File: config.mk
export PLATFORM = sky130hd
export DESIGN_NAME = tm_input_sequencer
export DESIGN_NICKNAME = d
export VERILOG_FILES = /design/src/rtl/tm_input_sequencer.sv
export SDC_FILE = /design/constraint.sdc
export NUM_CORES = 1
export LEC_CHECK = 0
export CAP_MARGIN = 10
export CORE_MARGIN = 3
export CORE_UTILIZATION = 30
export CTS_CLUSTER_DIAMETER = 80
export DETAILED_ROUTE_END_ITERATION = 12
export GPL_TIMING_DRIVEN = 1
export PLACE_DENSITY = 0.49
export SLEW_MARGIN = 20
export SYNTH_ARGS = -nofsm -noshare
export SYNTH_HDL_FRONTEND = slang
export SYNTH_SLANG_ARGS = --single-unit
File: constraint.sdc
create_clock -name clock -period 5.75 [get_ports clock]
set_input_delay 1.4375 -clock clock [delete_from_list [all_inputs] [get_ports clock]]
set_output_delay 1.4375 -clock clock [all_outputs]
set_load 0.05 [all_outputs]
File: src/rtl/tm_input_sequencer.sv
// Buffers up to DEPTH 4-bit symbols and replays them to a Turing machine as setup/Next/hold, then Done.
// Optional TM_SEQ_TIMEOUT_EN: bounded wait for tm_compute_done, raising a sticky timeout flag.
module tm_input_sequencer #(
    parameter int DEPTH          = 16,
    parameter int GAP            = 4,
    parameter int TIMEOUT_CYCLES = 65535
) (
    input  logic       clock,
    input  logic       reset,
    input  logic [3:0] load_data,
    input  logic       load_valid,
    input  logic       clear,
    input  logic       start,
    output logic [3:0] tm_input_data,
    output logic       tm_next,
    output logic       tm_done,
    input  logic       tm_compute_done,
    output logic [4:0] count,
    output logic       busy,
    output logic       finished,
    output logic       overflow,
    output logic       timeout
);

    localparam int         AW       = (DEPTH > 1) ? $clog2(DEPTH) : 1;
    localparam logic [4:0] DEPTH_C  = 5'(DEPTH);
    localparam logic [7:0] GAP_LAST = 8'(GAP - 1);

    typedef enum logic [2:0] {S_IDLE, S_SETUP, S_NEXT, S_HOLD, S_DONE, S_WAIT} state_t;

    state_t        state;
    logic [3:0]    sym_buf [DEPTH];
    logic [AW-1:0] idx;
    logic [AW-1:0] idx_nxt;
    logic [7:0]    gap_cnt;
    logic          load_ok;
    logic          last_sym;
    logic [3:0]    first_sym;

    assign load_ok   = load_valid && (count < DEPTH_C);
    assign idx_nxt   = idx + AW'(1);
    assign last_sym  = (5'(idx) + 5'd1) >= count;
    // A load in the same cycle as start into an empty buffer is not in sym_buf yet.
    assign first_sym = (count == 5'd0) ? load_data : sym_buf[0];

`ifdef TM_SEQ_TIMEOUT_EN
    localparam logic [15:0] TO_LAST = 16'(TIMEOUT_CYCLES - 1);
    logic [15:0] wait_cnt;
`else
    // TIMEOUT_CYCLES is never negative, so this is a constant 0.
    assign timeout = (TIMEOUT_CYCLES < 0);
`endif

    always_ff @(posedge clock) begin
        if (reset) begin
            state         <= S_IDLE;
            count         <= '0;
            idx           <= '0;
            gap_cnt       <= '0;
            tm_input_data <= '0;
            tm_next       <= 1'b0;
            tm_done       <= 1'b0;
            busy          <= 1'b0;
            finished      <= 1'b0;
            overflow      <= 1'b0;
`ifdef TM_SEQ_TIMEOUT_EN
            timeout       <= 1'b0;
            wait_cnt      <= '0;
`endif
        end else begin
            tm_next <= 1'b0;
            tm_done <= 1'b0;
            case (state)
                S_IDLE: begin
                    // Clear takes the whole cycle: the load and any start are dropped.
                    if (clear) begin
                        count    <= '0;
                        finished <= 1'b0;
                        overflow <= 1'b0;
`ifdef TM_SEQ_TIMEOUT_EN
                        timeout  <= 1'b0;
`endif
                    end else begin
                        if (load_ok) begin
                            sym_buf[count[AW-1:0]] <= load_data;
                            count <= count + 5'd1;
                        end else if (load_valid) begin
                            overflow <= 1'b1;
                        end
                        if (start) begin
                            finished <= 1'b0;
                            busy     <= 1'b1;
                            idx      <= '0;
                            gap_cnt  <= '0;
                            if (count != 5'd0 || load_ok) begin
                                state         <= S_SETUP;
                                tm_input_data <= first_sym;
                            end else begin
                                state   <= S_DONE;
                                tm_done <= 1'b1;
                            end
                        end
                    end
                end
                S_SETUP: begin
                    if (gap_cnt == GAP_LAST) begin
                        gap_cnt <= '0;
                        state   <= S_NEXT;
                        tm_next <= 1'b1;
                    end else begin
                        gap_cnt <= gap_cnt + 8'd1;
                    end
                end
                S_NEXT: state <= S_HOLD;
                S_HOLD: begin
                    if (gap_cnt == GAP_LAST) begin
                        gap_cnt <= '0;
                        if (!last_sym) begin
                            idx           <= idx_nxt;
                            state         <= S_SETUP;
                            tm_input_data <= sym_buf[idx_nxt];
                        end else begin
                            state         <= S_DONE;
                            tm_done       <= 1'b1;
                            tm_input_data <= '0;
                        end
                    end else begin
                        gap_cnt <= gap_cnt + 8'd1;
                    end
                end
                S_DONE: begin
                    state <= S_WAIT;
`ifdef TM_SEQ_TIMEOUT_EN
                    wait_cnt <= '0;
`endif
                end
                S_WAIT: begin
                    if (tm_compute_done) begin
                        finished <= 1'b1;
                        busy     <= 1'b0;
                        state    <= S_IDLE;
`ifdef TM_SEQ_TIMEOUT_EN
                    end else if (wait_cnt == TO_LAST) begin
                        timeout <= 1'b1;
                        busy    <= 1'b0;
                        state   <= S_IDLE;
                    end else begin
                        wait_cnt <= wait_cnt + 16'd1;
`endif
                    end
                end
                default: state <= S_IDLE;
            endcase
        end
    end

endmodule

==> load_flow_metrics.sql <==
INSERT INTO impl_metrics (metric_group, metric, value, unit) VALUES
('timing', 'final_setup_viols', '0', ''),
('logic_synthesis', 'synth_compound_area_share', '7.699', '%'),
('clocking', 'cts_max_path_buffers', '2', ''),
('setup_path', 'critPathMaxStageDelay', '900', 'ps'),
('place', 'finalWeightedCongestion', '0.7684', ''),
('hold_path', 'hold_path.class', 'reg2reg', ''),
('clocking', 'tritoncts_num_sinks', '93', ''),
('logic_synthesis', 'synth_top_family_by_area', 'simple AND/OR/NAND/NOR gates', ''),
('routing', 'detail_route.vias_per_cell', '4.932', ''),
('die', 'floorplan.die.height', '123.3', 'um'),
('clocking', 'tritoncts.num_buffers', '9', ''),
('setup_path', 'critical_path_required', '4310', 'ps'),
('timing', 'period_share', '58.09', '%'),
('die', 'core_region_area', '0.01335', 'mm^2'),
('finish', 'layout_stage_area_growth_over_the_synthesis_result', '17.22', '%'),
('die', 'initial_utilization', '30.92', '%'),
('power', 'p_total', '1.468', 'mW'),
('routing', 'wl_per_cell', '18.00', 'um'),
('logic_synthesis', 'dominant_synthesized_flop_cell', 'sky130_fd_sc_hd__edfxtp_1', ''),
('setup_path', 'cp-end-kind', 'output port', ''),
('logic_synthesis', 'synth.area.mux_share', '11.43', '%'),
('routing', 'finalWirelength', '9269', 'um'),
('routing', 'drt_first_iter_violations', '226', ''),
('logic_synthesis', 'synth_async_sr_flop_share', '0', '%'),
('setup_path', 'cpMaxStageDelayCell', 'sky130_fd_sc_hd__clkdlybuf4s50_1', ''),
('global_routing', 'maximum_number_of_pins_on_one_net_before_global_route_repair', '21', ''),
('global_routing', 'number_of_global_route_vias_before_repair', '2671', ''),
('die', 'fp-row-count', '42', ''),
('setup_path', 'crit_family', 'buffers and inverters', ''),
('global_routing', 'global_route_wire_length_before_repair', '15050', 'um'),
('clocking', 'post-cts-setup-buffer-count', '0', ''),
('timing', 'grt_setup_unrepaired', 'no', ''),
('setup_path', 'worstSetupStartpoint', 'count[2]$_SDFFE_PP0P_', ''),
('place', 'hpwl', '6503', 'um'),
('timing', 'totalNegativeSetupSlack', '0', 'ps'),
('timing', 'timing.final.max_slew_violations', '0', ''),
('routing', 'drt_drc_violations_left', '0', ''),
('setup_path', 'timing.critical_path.fanout_max', '13', ''),
('timing', 'max_freq', '299.4', 'MHz'),
('logic_synthesis', 'avgSynthCellArea', '13.32', 'um^2'),
('setup_path', 'crit_chain', 'clkdlybuf4s50_1', ''),
('logic_synthesis', 'netlist_area', '0.004128', 'mm^2'),
('timing', 'timing_worst_slew_pin_value', '773.8', 'ps'),
('logic_synthesis', 'synth-edff-count', '64', ''),
('finish', 'n_antenna_cell', '0', ''),
('timing', 'final-hold-violation-count', '0', ''),
('routing', 'drtAntennaViolNets', '0', ''),
('run_status', 'outcome', 'completed', ''),
('logic_synthesis', 'synthAdderAreaFrac', '3.334', '%'),
('timing', 'max_slew_margin', '48.42', '%'),
('logic_synthesis', 'yosysWarnings', '0', ''),
('clocking', 'cts_repair_resize_count', '0', ''),
('die', 'die-area', '0.01520', 'mm^2'),
('run', 'max_cap_violations', '0', ''),
('place', 'number_of_buffer_cells_added_on_primary_ports', '23', ''),
('power', 'vdd_ir_drop_max', '0.1683', 'mV'),
('finish', 'fin_nets', '355', ''),
('logic_synthesis', 'yosysSeqAreaShare', '60.62', '%'),
('logic_synthesis', 'post_synth_and_or_nand_nor_area_fraction', '13.03', '%'),
('logic_synthesis', 'net_count_synth', '331', ''),
('finish', 'share_of_final_layout_standard_cells_stronger_than_drive_strength_1', '14.16', '%'),
('power', 'power_density', '303.4', 'mW/mm^2'),
('routing', 'vias', '2540', ''),
('clocking', 'path_clk_slew', '70', 'ps'),
('logic_synthesis', 'netlist-cell-type-count', '50', ''),
('logic_synthesis', 'synth-xor-area-share', '1.485', '%'),
('setup_path', 'crit_arrival', '1900', 'ps'),
('logic_synthesis', 'synth_cells', '310', ''),
('timing', 'worst_clock_skew', '6.360', 'ps'),
('setup_path', 'worstSetupPathType', 'reg2out', ''),
('setup_path', 'cp-start-kind', 'register', '');
[cells in the final DEF, fill, tap and decap left out, types with 3 or more instances in the layout]
cell type,n
sky130_fd_sc_hd__edfxtp_1,64
sky130_fd_sc_hd__nor4b_1,3
sky130_fd_sc_hd__nand2b_1,5
sky130_fd_sc_hd__nor3_1,16
sky130_fd_sc_hd__clkbuf_16,9
sky130_fd_sc_hd__nand2_1,24
sky130_fd_sc_hd__a21o_1,5
sky130_fd_sc_hd__inv_1,6
sky130_fd_sc_hd__nor2_1,32
sky130_fd_sc_hd__nand3b_1,4
sky130_fd_sc_hd__ha_1,11
sky130_fd_sc_hd__or3_1,3
sky130_fd_sc_hd__clkdlybuf4s50_1,23
sky130_fd_sc_hd__buf_4,3
sky130_fd_sc_hd__o21ai_0,11
sky130_fd_sc_hd__a21oi_1,19
sky130_fd_sc_hd__mux4_2,20
sky130_fd_sc_hd__xnor2_1,3
sky130_fd_sc_hd__a22oi_1,4
sky130_fd_sc_hd__dfxtp_1,29
sky130_fd_sc_hd__xor2_1,4
[routing by layer]
| metal | share of wire (%) | up-vias | wire length [um] | global-route usage, % |
|---|---|---|---|---|
| li1 | - | 1216 | - | - |
| met2 | 50 | 40 | 4635 | 22.83 |
| met5 | 0 | - | 0 | 0 |
| met1 | 44 | 1270 | 4108 | 16.73 |
| met3 | 3.4 | 14 | 319 | 3.431 |
| met4 | 2.2 | 0 | 205 | 5.260 |
[cell usage after synthesis, types with 3 or more instances]
library cell,number,area share (%)
sky130_fd_sc_hd__o21ai_0,11,1.3
sky130_fd_sc_hd__nor4b_1,3,0.64
sky130_fd_sc_hd__nand3b_1,4,0.73
sky130_fd_sc_hd__edfxtp_1,64,47
sky130_fd_sc_hd__or3_1,3,0.45
sky130_fd_sc_hd__xnor2_1,3,0.64
sky130_fd_sc_hd__ha_1,11,3.3
sky130_fd_sc_hd__nor2_1,32,2.9
sky130_fd_sc_hd__a21o_1,5,0.91
sky130_fd_sc_hd__mux4_2,20,11
sky130_fd_sc_hd__dfxtp_1,29,14
sky130_fd_sc_hd__xor2_1,4,0.85
sky130_fd_sc_hd__a21oi_1,19,2.3
sky130_fd_sc_hd__clkbuf_1,7,0.64
sky130_fd_sc_hd__nand2_1,24,2.2
sky130_fd_sc_hd__a22oi_1,4,0.73
sky130_fd_sc_hd__nand2b_1,5,0.76
sky130_fd_sc_hd__nor3_1,16,1.9
sky130_fd_sc_hd__inv_1,6,0.55
[tightest hold or removal path: stages (launching register included)]
cell	delay [ps]
sky130_fd_sc_hd__dfxtp_1	320
sky130_fd_sc_hd__nand2_1	50
sky130_fd_sc_hd__a21oi_1	50
[through the flow]
step | util, % | hold slack (ps) | setup WS (ps) | cell area [um^2] | cells
2_1_floorplan | - | 469.2 | 2966 | 4128 | 310
3_3_place_gp | 33.95 | 445.5 | 2175 | 4532 | 499
3_5_place_dp | 33.95 | 452.6 | 2075 | 4532 | 499
4_1_cts | 36.25 | 464.8 | 2397 | 4838 | 515
5_1_grt | 36.25 | 480.6 | 2153 | 4838 | 515
6_report | 36.25 | 463.4 | 2410 | 4838 | 515
[registers in the layout (all words and copies together), names as in the netlist]
register       cells
busy               1
count              5
finished           1
gap_cnt            8
idx                4
overflow           1
state              3
sym_buf           64
tm_done            1
tm_input_data      4
tm_next            1
[power breakdown]
part,internal (mW),switching [mW],leakage (nW)
registers,0.725,0.0132,0.810
clock network,0.344,0.269,0.146
logic,0.0426,0.0754,0.610
[area by class of cell]
| type | count | area [um^2] |
|---|---|---|
| fillers | 1326 | 8509 |
| flip-flops and latches | 93 | 2502 |
| multi-input cells | 197 | 1530 |
| repair buffers | 26 | 252.7 |
| clock buffers | 9 | 225.2 |
| well taps | 176 | 220.2 |
| clock inverters | 7 | 81.33 |
| inverters | 7 | 26.28 |
[final timing paths]
kind	to	slack (ps)	cells after the start
hold reg to reg	busy$_SDFFE_PP0P_	460	2
setup reg to reg	tm_input_data[0]$_SDFFE_PP0P_	2600	9
setup / recovery	count[2]	2410	1
hold / removal	busy$_SDFFE_PP0P_	460	2
[cells by family after synthesis]
| kind of cell | count (synthesis) |
|---|---|
| compound gates | 51 |
| mux | 22 |
| other cells | 1 |
| flops | 93 |
| simple gates | 105 |
| xor+xnor | 7 |
| buf+inv | 20 |
| fa+ha+maj | 11 |
(Power assumes the default switching activity.)
